`config.mk`:
```
export PLATFORM = sky130hd
export DESIGN_NAME = boot_mem_arbiter
export DESIGN_NICKNAME = d
export VERILOG_FILES = /design/src/rtl/boot_mem_arbiter_pkg.sv /design/src/rtl/boot_mem_arbiter_rr_arb2.sv /design/src/rtl/boot_mem_arbiter.sv
export SDC_FILE = /design/constraint.sdc
export NUM_CORES = 1
export LEC_CHECK = 0
export ABC_CLOCK_PERIOD_IN_PS = 4300
export CORE_MARGIN = 4
export CORE_UTILIZATION = 40
export DETAILED_ROUTE_END_ITERATION = 8
export HOLD_SLACK_MARGIN = 0.02
export MAX_ROUTING_LAYER = met4
export PLACE_DENSITY = 0.86
export SLEW_MARGIN = 20
export SYNTH_ARGS = -nofsm -noshare
export SYNTH_HDL_FRONTEND = slang
export SYNTH_SLANG_ARGS = --single-unit
```
`constraint.sdc`:
```
create_clock -name clk -period 4.3 [get_ports clk]
set_clock_uncertainty 0.1 [all_clocks]
set_input_delay 0.43 -clock clk [delete_from_list [all_inputs] [get_ports clk]]
set_output_delay 0.43 -clock clk [all_outputs]
set_load 0.03 [all_outputs]
```
`src/rtl/boot_mem_arbiter_pkg.sv`:
```
// Shared types and constants for the boot ROM arbiter and its round-robin helper.
package boot_mem_arb_pkg;

   typedef enum logic {PORT_INSTR = 1'b0, PORT_DATA = 1'b1} port_t;

   typedef struct packed {
      logic        valid;
      port_t       port;
      logic        err;
      logic [31:0] rdata;
   } arb_resp_t;

   localparam int unsigned DEFAULT_MEM_WORDS = 4096;
   localparam logic [31:0] BOOT_REGION_BYTES = 32'(DEFAULT_MEM_WORDS * 4);

   // Unsigned offset compare also rejects addresses below the base (they wrap high).
   function automatic logic in_region(input logic [31:0] addr, input logic [31:0] base,
                                      input logic [31:0] bytes);
      return (addr - base) < bytes;
   endfunction

endpackage

```
`src/rtl/boot_mem_arbiter_rr_arb2.sv`:
```
// Two-requester round-robin arbiter; req[0]/gnt[0] is PORT_INSTR, req[1]/gnt[1] is PORT_DATA.
// last_served is exposed for observation only.
module rr_arb2
   import boot_mem_arb_pkg::*;
(
   input  logic       clk,
   input  logic       rst_n,
   input  logic [1:0] req,
   input  logic       advance,
   output logic [1:0] gnt,
   output logic       last_served
);

   port_t last_q;

   always_comb begin
      gnt = req;
      if (req == 2'b11) gnt = (last_q == PORT_DATA) ? 2'b01 : 2'b10;
   end

   always_ff @(posedge clk or negedge rst_n) begin
      if (!rst_n) begin
         last_q <= PORT_DATA;
      end else if (advance && (gnt != 2'b00)) begin
         last_q <= gnt[1] ? PORT_DATA : PORT_INSTR;
      end
   end

   assign last_served = last_q;

endmodule

```
`src/rtl/boot_mem_arbiter.sv`:
```
// Shares the combinational boot ROM between instruction fetch and data ports.
// Optional BOOT_MEM_ARB_ERR_EN: flag data writes / out-of-range data accesses on data_err.
module boot_mem_arbiter
   import boot_mem_arb_pkg::*;
#(
   parameter int unsigned MEM_WORDS = DEFAULT_MEM_WORDS,
   parameter logic [31:0] BASE_ADDR = 32'h0000_0000
) (
   input  logic        clk,
   input  logic        rst_n,
   input  logic        instr_req,
   input  logic [31:0] instr_addr,
   output logic        instr_gnt,
   output logic        instr_rvalid,
   output logic [31:0] instr_rdata,
   input  logic        data_req,
   input  logic        data_we,
   input  logic [3:0]  data_be,
   input  logic [31:0] data_addr,
   input  logic [31:0] data_wdata,
   output logic        data_gnt,
   output logic        data_rvalid,
   output logic [31:0] data_rdata,
   output logic        data_err,
   output logic [31:0] mem_addr,
   input  logic [31:0] mem_rdata
);

   // Handshake: gnt is combinational in the cycle a req is accepted; the matching
   // rvalid is high for exactly one cycle on the next cycle, with no backpressure.
   localparam logic [31:0] REGION_BYTES = 32'(MEM_WORDS * 4);

   logic [1:0]  req;
   logic [1:0]  gnt;
   logic        last_served_unused;
   logic [31:0] last_addr;
   logic        out_of_range;
   logic        is_write;
   logic        err_now;
   logic        wr_bus_unused;
   arb_resp_t   resp;

   // Grants are suppressed while reset is asserted so every output reads 0.
   assign req = {data_req & rst_n, instr_req & rst_n};

   rr_arb2 u_rr_arb2 (
      .clk         (clk),
      .rst_n       (rst_n),
      .req         (req),
      .advance     (1'b1),
      .gnt         (gnt),
      .last_served (last_served_unused)
   );

   assign instr_gnt = gnt[0];
   assign data_gnt  = gnt[1];

   always_comb begin
      mem_addr = last_addr;
      if (gnt[0])      mem_addr = instr_addr;
      else if (gnt[1]) mem_addr = data_addr;
   end

   assign out_of_range  = !in_region(mem_addr, BASE_ADDR, REGION_BYTES);
   assign is_write      = gnt[1] & data_we;
   assign wr_bus_unused = ^{data_be, data_wdata};

`ifdef BOOT_MEM_ARB_ERR_EN
   assign err_now = gnt[1] & (is_write | out_of_range);
`else
   assign err_now = 1'b0;
`endif

   always_ff @(posedge clk or negedge rst_n) begin
      if (!rst_n) begin
         last_addr <= '0;
         resp      <= '0;
      end else begin
         resp.valid <= |gnt;
         if (|gnt) begin
            last_addr  <= mem_addr;
            resp.port  <= gnt[1] ? PORT_DATA : PORT_INSTR;
            resp.err   <= err_now;
            resp.rdata <= (is_write | out_of_range) ? 32'h0 : mem_rdata;
         end
      end
   end

   assign instr_rvalid = resp.valid & (resp.port == PORT_INSTR);
   assign data_rvalid  = resp.valid & (resp.port == PORT_DATA);
   assign instr_rdata  = resp.rdata;
   assign data_rdata   = resp.rdata;
   assign data_err     = resp.valid & resp.err;

endmodule

```
# == After elaboration in Yosys (flattened, before gate mapping) ==
# Index checks and enable logic that the tools add are counted.
# totals
in_bits,137
ff_bits,67
out_inout_bits,101
wordCells,23
# classes
reduce_logical,3
n_mux,6
magnitude_cmp,1
eq_ne,1
n_bitwise,7
# ops
operator,n
32-bit two-way mux,3
32-bit by 15-bit < comparator with 1-bit output (second input constant),1
1-bit AND,5
2-bit two-way mux,2
2-bit == test (second input constant),1
2-bit nonzero test,1
2-bit OR reduction,1
1-bit logical NOT,1
1-bit two-way mux,1
1-bit NOT,1
1-bit OR,1

# == Longest topological paths before layout ==
# Gate-level depths: netlist of the first run.
# depth
ltp_word,9
depth_mapped,9
mapped_depth_nobuf,5

# == Cells and area by module ==
# A second synthesis of the first run with hierarchy kept.
# hier_totals
hier_cells,339
area_unflattened_um2,3577.2
# modules_own_cells
mod,area_per_inst_um2,cells_each,n_inst,seq_area_each_um2
boot_mem_arbiter,3520.9,333,1,1651.6
rr_arb2,56.3,6,1,26.3

# == Worst setup path after synthesis of the first run ==
# OpenSTA, ideal clock, no wires.
# synth_path
path_type,register to output
start,reg u_rr_arb2.last_q (netlist: u_rr_arb2.last_served)
end,out mem_addr[14]
t_required_ns,3.770
path_slack_ns,1.790
path_buffers,3
stages_incl_launch_ff,8
arrival_time_ns,1.980
cell_sequence,dfstp_2 -> nand2b_4 -> and3_1 -> buf_6 -> buf_6 -> clkbuf_1 -> a22oi_1 -> nand2_1
# synth_via
elab_cells_between_ends,4
classes_between,mux: 4
# synth_rtl
element,line,rtl
start: declaration,boot_mem_arbiter_rr_arb2.sv:14,port_t last_q;
start signal: assignment,boot_mem_arbiter_rr_arb2.sv:25,last_q <= gnt[1] ? PORT_DATA : PORT_INSTR;
2-bit two-way mux (2 in a row),boot_mem_arbiter_rr_arb2.sv:18,if (req == 2'b11) gnt = (last_q == PORT_DATA) ? 2'b01 : 2'b10;
net instr_gnt,boot_mem_arbiter.sv:13,"output logic instr_gnt,"
32-bit two-way mux,boot_mem_arbiter.sv:60,if (gnt[0]) mem_addr = instr_addr;
end: declaration,boot_mem_arbiter.sv:25,"output logic [31:0] mem_addr,"
# The timed path passes the listed nets, and every way through them passes these cells.

# == Worst setup path after layout of the first run ==
# layout_path
start,in data_req
end,out mem_addr[20]
# layout_via
elab_chain_len,5
# layout_lines
element,line,rtl
start: declaration,boot_mem_arbiter.sv:16,"input logic data_req,"
1-bit AND *,boot_mem_arbiter.sv:44,"assign req = {data_req & rst_n, instr_req & rst_n};"
2-bit == test,boot_mem_arbiter_rr_arb2.sv:18,
2-bit two-way mux *,boot_mem_arbiter_rr_arb2.sv:18,
32-bit two-way mux,boot_mem_arbiter.sv:61,else if (gnt[1]) mem_addr = data_addr;
32-bit two-way mux *,boot_mem_arbiter.sv:60,
# Every way passes the cells marked *; elsewhere a longest branch is shown, timed or not.

==> impl_metrics.yaml, run 1 <==
critical_path:
  critPathMaxFanout: 20
  critical-path-slowest-cell: "clkdlybuf4s50_1"
  slowest_delay_ns: 0.70
  crit_path_start_kind: "primary input"
  endpoint_kind: "output port"
  cp.arrival_ns: 3.12
  cp_num_buf_inv: 3
  critPathKind: "in -> out"
  crit_required_ns: 3.77
  cp_top_family: "buffers and inverters"
  worstPathCellList: "clkdlybuf4s50_1 -> a21boi_2 -> and2_1 -> buf_4 -> nand2_1 -> nand2_1 -> clkdlybuf4s50_1"
yosys:
  synth_adder_area_share: 0
  synth_compound_area_frac: 0.205
  ys_warn_count: 0
  syn_inst: 403
  ys_ff_latch: 67
  synth_cell_types: 32
  synthArstFlopShare: 1.00
  synth_edf_count: 0
  synth_top_family_by_area: "compound AO/OA/AOI/OAI gates"
  synth-simple-area-share: 0.169
  syn_avg_cell_area_um2: 9.54
  syn-num-nets: 540
  yosysTopAreaCell: "dfrtp_1"
  synthXorXnorAreaFrac: 0
  synth_common_cells: "nand2_1 (100), buf_4 (66), dfrtp_1 (66), nand3_1 (33), o31ai_2 (30)"
  synth_area_leaders: "dfrtp_1 (43%), buf_4 (13%), nand2_1 (9.8%), o31ai_2 (9.8%), a22oi_1 (4.3%)"
  yosysMostFrequentCell: "nand2_1"
  ys.flop_type: "dfrtp_1"
  synth_top_area_frac: 0.430
  yosysSeqAreaShare: 0.437
  synth_mux_area_frac: 0
  synth_area_um2: 3840
route:
  route.final.wire_length_mm: 11.1
  drt_iter0_drc: 170
  routedWlPerCell_um: 16.7
  drtAntennaViolNets: 0
  dr.pass1.iters: 5
  vias_per_cell: 5.06
  drc: 0
  num_vias: 3367
placement:
  dp_hpwl_mm: 8.27
  io_buffers: 200
  postPlaceCellArea_um2: 5430
  place_inst: 648
  place_congestion: 0.825
timing:
  tightest_slew_ns: 0.869
  fmax_mhz: 274
  min_period_ns: 3.65
  setup_viol: 0
  relSlewSlack: 0.421
  fin_tns_setup_ns: 0
  rsz0062_at_grt: "false"
  finalHoldViolCount: 0
  fin_crit_sh: 0.849
  holdWs_ns: 0.377
  drv_slew: 0
cells_and_area:
  drive_gt1_frac: 0.121
  fill_cells: 801
  area_delta_synth_final_pct: 47.1
  stdcell_area_um2: 5650
  nets: 668
  n_antenna_cell: 0
  instances_no_fill: 665
clock_network:
  clkSlewWorstSetupHoldPaths_ns: 0.08
  cts_root_buf: "clkbuf_8"
  h-tree-depth: 3
  cts.path.max_buffers: 2
  postCtsSetupRepairBufs: 0
  clock_latency_ns: 0.33
  cts_resized: 0
  cts_buffers: 9
  cts_tree: "built"
  cts-hold-fix-buffers: 1
  cts_num_sinks: 67
power:
  p_leak_nw: 2.45
  peakVddDrop_mv: 0.245
  finalPower_mw: 1.84
  power.density_nw_per_um2: 325
global_route:
  grt_max_degree: 70
  track_usage: 0.202
  grt.overflow.total: 0
  grt_pass1_vias: 3639
  grt_pass1_wl_mm: 17.9
  antenna_found_initial: 0
floorplanning:
  fp.dieH_um: 106
  rows: 35
  die_width_um: 106
  fp.coreArea_um2: 9280
  die_area_um2: 11200
  initial_utilization: 0.414
  ios: 238
outcome:
  status: "finished clean"
min_path:
  worstHoldPathType: "in -> async"
flow_run:
  max-cap-violations: 0
[per-layer routing]
| metal | track usage | vias up | share of wire |
|---|---|---|---|
| met4 | 0.0601 | 0 | 0.016 |
| met5 | - | - | 0 |
| met2 | 0.357 | 155 | 0.51 |
| met1 | 0.226 | 1606 | 0.40 |
| met3 | 0.0510 | 16 | 0.073 |
| li1 | - | 1590 | - |
[cell type report]
| cell class | instances | area, um^2 | share of cell area |
|---|---|---|---|
| multi-input cells | 229 | 1470 | 0.259 |
| inverters | 13 | 48.8 | 0.00863 |
| clock buffers | 9 | 124 | 0.0219 |
| clock inverters | 7 | 91.3 | 0.0162 |
| repair buffers | 211 | 2080 | 0.369 |
| well taps | 129 | 161 | 0.0285 |
| flip-flops and latches | 67 | 1680 | 0.297 |
[logic make-up (layout without fill, tap and decap cells)]
group / count (synthesis) / after routing
flip-flops: 67 / 67
buffers and inverters: 107 / 240
AND/OR/NAND/NOR: 148 / 148
other: 1 / 1
AO/OA/AOI/OAI: 80 / 80
[worst reg2reg max path: stages (launching register included)]
cell	delay, ns
dfstp_2	0.56
a21boi_2	0.08
and2_1	0.35
a222oi_1	0.82
nand4_2	0.14
buf_4	0.33
o31ai_2	0.34
[report_power, final]
part           total [mW]  switching [mW]  internal (mW)
logic               0.560           0.319          0.241
clock network       0.575           0.249          0.326
registers           0.705          0.0243          0.681
[sequential cells by signal (all words and copies together) (netlist names)]
name and flops:
resp 2, data_rdata 32, u_rr_arb2.last_served 1, last_addr 32
[metrics by stage]
step                utilization  worst slack, ns
detailed placement        0.585            0.649
finish                    0.609            0.651
CTS                       0.609            0.622
global route              0.609            0.519
floorplan                     -             1.79
global placement          0.585            0.723
[worst paths after layout]
check                                             startpoint                        end  slack [ns]  cells past startpoint
hold / removal                                         rst_n   last_addr[8]$_DFFE_PN0P_        0.38                      2
max in group asynchronous                              rst_n  data_rdata[4]$_DFFE_PN0P_        2.63                      3
hold reg to reg                     last_addr[6]$_DFFE_PN0P_   last_addr[6]$_DFFE_PN0P_        0.40                      2
setup reg to reg           u_rr_arb2.last_served$_DFFE_PN1P_  data_rdata[2]$_DFFE_PN0P_        1.48                      6
setup / recovery                                    data_req               mem_addr[20]        0.65                      7
min in group clk                    last_addr[6]$_DFFE_PN0P_   last_addr[6]$_DFFE_PN0P_        0.40                      2
[cells in the final DEF, fill, tap and decap left out, drive strengths merged]
| cell | n |
|---|---|
| nor2b | 1 |
| conb | 1 |
| clkinvlp | 1 |
| o21ai | 2 |
| and3 | 1 |
| clkbuf | 9 |
| bufinv | 2 |
| inv | 14 |
| nor3 | 1 |
| nor4 | 5 |
| a222oi | 7 |
| a32o | 4 |
| dlygate4sd3 | 1 |
| dfrtp | 66 |
| a22o | 6 |
| buf | 11 |
| a21oi | 1 |
| a22oi | 22 |
| nand2b | 1 |
| o31ai | 32 |
| nor2 | 1 |
| clkinv | 3 |
| clkdlybuf4s50 | 199 |
| nand4 | 2 |
| or2 | 1 |
| nand2 | 100 |
| a221oi | 1 |
| nand3 | 33 |
| a21boi | 1 |
| dfstp | 1 |
| a21o | 4 |
| and2 | 2 |
Power figures use the tool's default switching activity.
==> run 2: changes to the inputs <==
--- a/config.mk
+++ b/config.mk
@@ -5,13 +5,13 @@
 export SDC_FILE = /design/constraint.sdc
 export NUM_CORES = 1
 export LEC_CHECK = 0
-export ABC_CLOCK_PERIOD_IN_PS = 4300
+export ABC_CLOCK_PERIOD_IN_PS = 3100
 export CORE_MARGIN = 4
-export CORE_UTILIZATION = 40
+export CORE_UTILIZATION = 34
 export DETAILED_ROUTE_END_ITERATION = 8
 export HOLD_SLACK_MARGIN = 0.02
 export MAX_ROUTING_LAYER = met4
-export PLACE_DENSITY = 0.86
+export PLACE_DENSITY = 0.78
 export SLEW_MARGIN = 20
 export SYNTH_ARGS = -nofsm -noshare
 export SYNTH_HDL_FRONTEND = slang
==> constraint.sdc (replaced) <==
create_clock -name clk -period 3.1 [get_ports clk]
set_clock_uncertainty 0.1 [all_clocks]
set_input_delay 0.31 -clock clk [delete_from_list [all_inputs] [get_ports clk]]
set_output_delay 0.31 -clock clk [all_outputs]
set_load 0.03 [all_outputs]
==> run 2 against run 1 <==
  * Power is 63% higher
  * Sequential power is 39% higher
  * Worst hold slack better by 0.021 ns
  * Sequential share of layout area is 0.98 points lower
  * Clock-buffer cell count is 1 higher
  * Critical endpoint is now mem_addr[31]
  * Combinational power is 38% higher
  * Design area is 3.4% higher
  * Register-to-register slack worse by 0.84 ns
  * Setup slack worse by 0.30 ns
  * Largest cell class unchanged
  * Highest routed layer unchanged
  * Global-route usage is 3.2 points lower
  * First-iteration DRC count is 38% higher
  * Utilization is 7.4 points lower
==> impl_metrics.yaml, run 2 (synthesis gave the netlist of run 1 again) <==
clock_network:
  clock_latency_ns: 0.32
  cts_num_sinks: 67
  cts_root_buf: "clkbuf_16"
  cts_tree: "built"
  postCtsSetupRepairBufs: 0
  cts.path.max_buffers: 2
  h-tree-depth: 3
  cts_buffers: 9
  clkSlewWorstSetupHoldPaths_ns: 0.05
timing:
  fmax_mhz: 363
  relSlewSlack: 0.637
  setup_slack_ns: 0.349
  min_period_ns: 2.75
  fin_tns_setup_ns: 0
  drv_slew: 0
  finalHoldViolCount: 0
  fin_crit_sh: 0.888
  rsz0062_at_grt: "false"
  tightest_slew_ns: 0.544
  setup_viol: 0
critical_path:
  rr_startpoint: "u_rr_arb2.last_served$_DFFE_PN1P_"
  cp.arrival_ns: 2.34
  regToRegSetupSlack_ns: 0.64
  critPathKind: "in -> out"
  reg2reg_depth: 7
  crit_required_ns: 2.69
  timing.rr.end: "data_rdata[5]$_DFFE_PN0P_"
  crit_path_start_kind: "primary input"
  critPathMaxFanout: 39
  endpoint_kind: "output port"
power:
  power.density_nw_per_um2: 513
  peakVddDrop_mv: 0.299
  p_leak_nw: 2.62
min_path:
  min_from: "last_addr[9]$_DFFE_PN0P_"
  hold_end: "last_addr[9]$_DFFE_PN0P_"
  worstHoldPathType: "reg -> reg"
  min_path_cells: 2
global_route:
  grt.overflow.total: 0
  grt_max_degree: 40
  track_usage: 0.170
  antenna_found_initial: 0
  grt_pass1_vias: 3484
  grt_pass1_wl_mm: 17.4
floorplanning:
  ios: 238
  fp.dieH_um: 114
  initial_utilization: 0.351
  fp.coreArea_um2: 10900
  die_width_um: 114
  die_area_um2: 13100
  rows: 38
route:
  route.final.wire_length_mm: 10.9
  drc: 0
  drt_iter0_drc: 234
  vias_per_cell: 4.96
  dr.pass1.iters: 5
  num_vias: 3396
  routedWlPerCell_um: 16.0
  drtAntennaViolNets: 0
flow_run:
  max-cap-violations: 0
cells_and_area:
  fill_cells: 979
  layout_commonest_cell: "clkdlybuf4s50_1"
  regArea_um2: 1680
  drive_gt1_frac: 0.191
  multi_input_area_um2: 1470
  fin_util: 0.535
  layout_common_cells: "clkdlybuf4s50_1 (168), nand2_1 (100), dfrtp_1 (66), buf_4 (48), nand3_1 (33)"
  area_delta_synth_final_pct: 52.1
  nets: 677
  n_antenna_cell: 0
placement:
  dp_hpwl_mm: 8.36
  place_congestion: 0.867
  pre_cts_ws_ns: 0.219
  io_buffers: 200
outcome:
  status: "finished clean"
## run 2: area by class of cell
| cell class | count | area share |
|---|---|---|
| Clock inverter | 6 | 0.0235 |
| Multi-Input combinational cell | 229 | 0.251 |
| Tap cell | 140 | 0.0300 |
| Inverter | 13 | 0.00835 |
| Clock buffer | 10 | 0.0392 |
| Sequential cell | 67 | 0.287 |
| Timing Repair Buffer | 220 | 0.361 |
## run 2: worst max-delay path by stage
stage	from	end	slack [ns]
5_1_grt	rst_n	mem_addr[31]	0.19
3_5_place_dp	data_req	data_rdata[5]$_DFFE_PN0P_	0.22
3_3_place_gp	data_req	data_rdata[2]$_DFFE_PN0P_	0.28
2_1_floorplan	u_rr_arb2.last_served$_DFFE_PN1P_	mem_addr[14]	0.71
6_report	rst_n	mem_addr[31]	0.35
4_1_cts	rst_n	mem_addr[31]	0.28
## run 2: layer usage
layer | vias up | GRT usage | wire (um)
li1 | 1605 | - | -
met1 | 1627 | 0.196 | 4260
met2 | 152 | 0.292 | 5610
met3 | 12 | 0.0507 | 945
met4 | 0 | 0.0388 | 124
met5 | - | - | 0
## run 2: power by group
| part | total, mW | leakage (nW) | switching, mW | internal [mW] |
|---|---|---|---|---|
| clock | 1.25 | 0.177 | 0.378 | 0.870 |
| sequential | 0.979 | 0.877 | 0.0329 | 0.946 |
| combinational | 0.773 | 1.56 | 0.440 | 0.333 |
| total | 3.00 | 2.62 | 0.851 | 2.15 |
## run 2: what timing repair did
item | 4_1_cts | 5_1_grt
setup endpoints to repair | 0 | 0
gates resized for setup | 0 | 0
hold endpoints to repair | 66 | 0
hold buffers | 1 | 0
## run 2: worst max-delay path, cell delays in order
cell             delay [ns]
dlygate4sd3_1          0.57
buf_4                  0.15
buf_4                  0.40
a22o_1                 0.20
clkdlybuf4s50_1        0.69
## run 2: metrics by stage
step | power [mW] | cells | area, um^2 | hold slack, ns
2_1_floorplan | 1.43 | 403 | 3840 | -0.0856
5_1_grt | 3.15 | 685 | 5850 | 0.413
4_1_cts | 3.04 | 685 | 5850 | 0.402
3_5_place_dp | 1.77 | 668 | 5470 | 0.329
6_report | 3.00 | 685 | 5850 | 0.398
3_3_place_gp | 1.76 | 668 | 5470 | 0.323
==> run 3: changes to the inputs <==
--- a/config.mk
+++ b/config.mk
@@ -11,7 +11,7 @@
 export DETAILED_ROUTE_END_ITERATION = 8
 export HOLD_SLACK_MARGIN = 0.02
 export MAX_ROUTING_LAYER = met4
-export PLACE_DENSITY = 0.78
+export PLACE_DENSITY = 0.8
 export SLEW_MARGIN = 20
 export SYNTH_ARGS = -nofsm -noshare
 export SYNTH_HDL_FRONTEND = slang
==> run 3 against run 2 <==
  * Sequential power hardly changed
  * Via count is 0.44% higher
  * Largest cell class unchanged
  * Critical path depth is 1 higher
  * Clock-buffer cell count is 2 higher
  * First-iteration DRC count is 15% lower
  * Critical path type unchanged
  * Die area stayed put
  * Largest power group unchanged
  * Combinational power hardly changed
  * Cell count is 0.44% lower
  * Critical endpoint unchanged
  * Wire length is 1.8% lower
==> impl_metrics.yaml, run 3 (synthesis gave the netlist of run 1 again) <==
route:
  drtAntennaViolNets: 0
  vias_per_cell: 5.00
  dr.pass1.iters: 5
  num_vias: 3411
  routedWlPerCell_um: 15.8
  route.final.wire_length_mm: 10.8
  drc: 0
  drt_iter0_drc: 199
critical_path:
  critPathMaxFanout: 37
  critPathLaunch: "rst_n"
  rr_startpoint: "u_rr_arb2.last_served$_DFFE_PN1P_"
  crit_path_start_kind: "primary input"
  endpoint: "mem_addr[31]"
  cp.arrival_ns: 2.54
  crit_required_ns: 2.69
  timing.rr.end: "data_rdata[18]$_DFFE_PN0P_"
  reg2reg_depth: 6
  regToRegSetupSlack_ns: 0.70
  endpoint_kind: "output port"
  critPathKind: "in -> out"
timing:
  relSlewSlack: 0.625
  holdWs_ns: 0.395
  fin_tns_setup_ns: 0
  min_period_ns: 2.95
  drv_slew: 0
  tightest_slew_ns: 0.562
  setup_viol: 0
  fin_crit_sh: 0.950
  rsz0062_at_grt: "false"
  finalHoldViolCount: 0
  fmax_mhz: 340
clock_network:
  cts_buffers: 9
  cts.path.max_buffers: 2
  cts_num_sinks: 67
  clkSlewWorstSetupHoldPaths_ns: 0.06
  h-tree-depth: 3
  cts_tree: "built"
  cts_root_buf: "clkbuf_16"
  clock_latency_ns: 0.32
power:
  p_leak_nw: 2.60
  peakVddDrop_mv: 0.354
  power.density_nw_per_um2: 502
placement:
  io_buffers: 200
  dp_hpwl_mm: 8.20
  place_congestion: 0.845
global_route:
  antenna_found_initial: 0
  grt.overflow.total: 0
  grt_pass1_vias: 3496
  grt_pass1_wl_mm: 17.2
  grt_max_degree: 44
  track_usage: 0.169
cells_and_area:
  fill_cells: 976
  drive_gt1_frac: 0.186
  layout_common_cells: "clkdlybuf4s50_1 (168), nand2_1 (100), dfrtp_1 (66), buf_4 (43), nand3_1 (33)"
  n_antenna_cell: 0
  fin_util: 0.533
  area_delta_synth_final_pct: 51.6
  regArea_um2: 1680
  layout_commonest_cell: "clkdlybuf4s50_1"
  nets: 674
  multi_input_area_um2: 1470
floorplanning:
  ios: 238
  die_width_um: 114
  fp.dieH_um: 114
  fp.coreArea_um2: 10900
  rows: 38
  initial_utilization: 0.351
  die_area_um2: 13100
flow_run:
  max-cap-violations: 0
outcome:
  status: "finished clean"
min_path:
  worstHoldPathType: "reg -> reg"
[run 3: changes by cell type in the layout (fill, tap and decap cells not counted), sizes merged]
cell      previous run  this run
clkinvlp             0         1
clkinv               2         0
clkbuf              10        12
buf                 51        48
bufinv               4         3
[run 3: power by group]
part           internal (mW)  switching, mW  total, mW
Sequential             0.946         0.0319      0.978
Combinational          0.334          0.438      0.772
Clock                  0.808          0.369       1.18
Total                   2.09          0.839       2.93
[run 3: final cells by class]
type / instances / share of cell area
timing repair buffer: 217 / 0.363
sequential: 67 / 0.288
multi-input combinational: 229 / 0.252
clock buffer: 12 / 0.0423
tap: 140 / 0.0301
clock inverter: 4 / 0.0167
inverter: 13 / 0.00837
[run 3: what timing repair did]
action | CTS | global route
endpoints found under the hold margin | 23 | 0
resized for setup | 0 | 1
endpoints found under the setup margin | 0 | 1
hold buffers | 1 | 0
buffers inserted | 0 | 0
[run 3: critical path, cell delays in order]
cell	delay [ns]
dlygate4sd3_1	0.54
buf_4	0.39
o21ai_4	0.19
buf_12	0.21
a22o_1	0.23
clkdlybuf4s50_1	0.61
[run 3: worst min-delay path by stage]
stage                     depth (start not counted)                   endpoint                       from
after floorplan                                   0  data_rdata[0]$_DFFE_PN0P_                      rst_n
after global placement                            1  data_rdata[6]$_DFFE_PN0P_                      rst_n
after detailed placement                          1  data_rdata[6]$_DFFE_PN0P_                      rst_n
after CTS                                         2  last_addr[17]$_DFFE_PN0P_  last_addr[17]$_DFFE_PN0P_
after global routing                              2   last_addr[0]$_DFFE_PN0P_   last_addr[0]$_DFFE_PN0P_
final                                             2   last_addr[0]$_DFFE_PN0P_   last_addr[0]$_DFFE_PN0P_
[run 3: metal layers]
layer	vias to the layer above	global-route usage	share of wire
li1	1606	-	-
met1	1635	0.195	0.39
met2	152	0.286	0.51
met3	18	0.0412	0.081
met4	0	0.0625	0.019
met5	-	-	0
[run 3: through the flow]
stage          power (mW)  setup slack (ns)  cell area [um^2]  instances
5_1_grt              3.06           0.00627              5830        682
6_report             2.93             0.155              5830        682
3_5_place_dp         1.77             0.155              5470        665
4_1_cts              2.97             0.101              5830        682
2_1_floorplan        1.43             0.710              3840        403
3_3_place_gp         1.76             0.224              5470        665
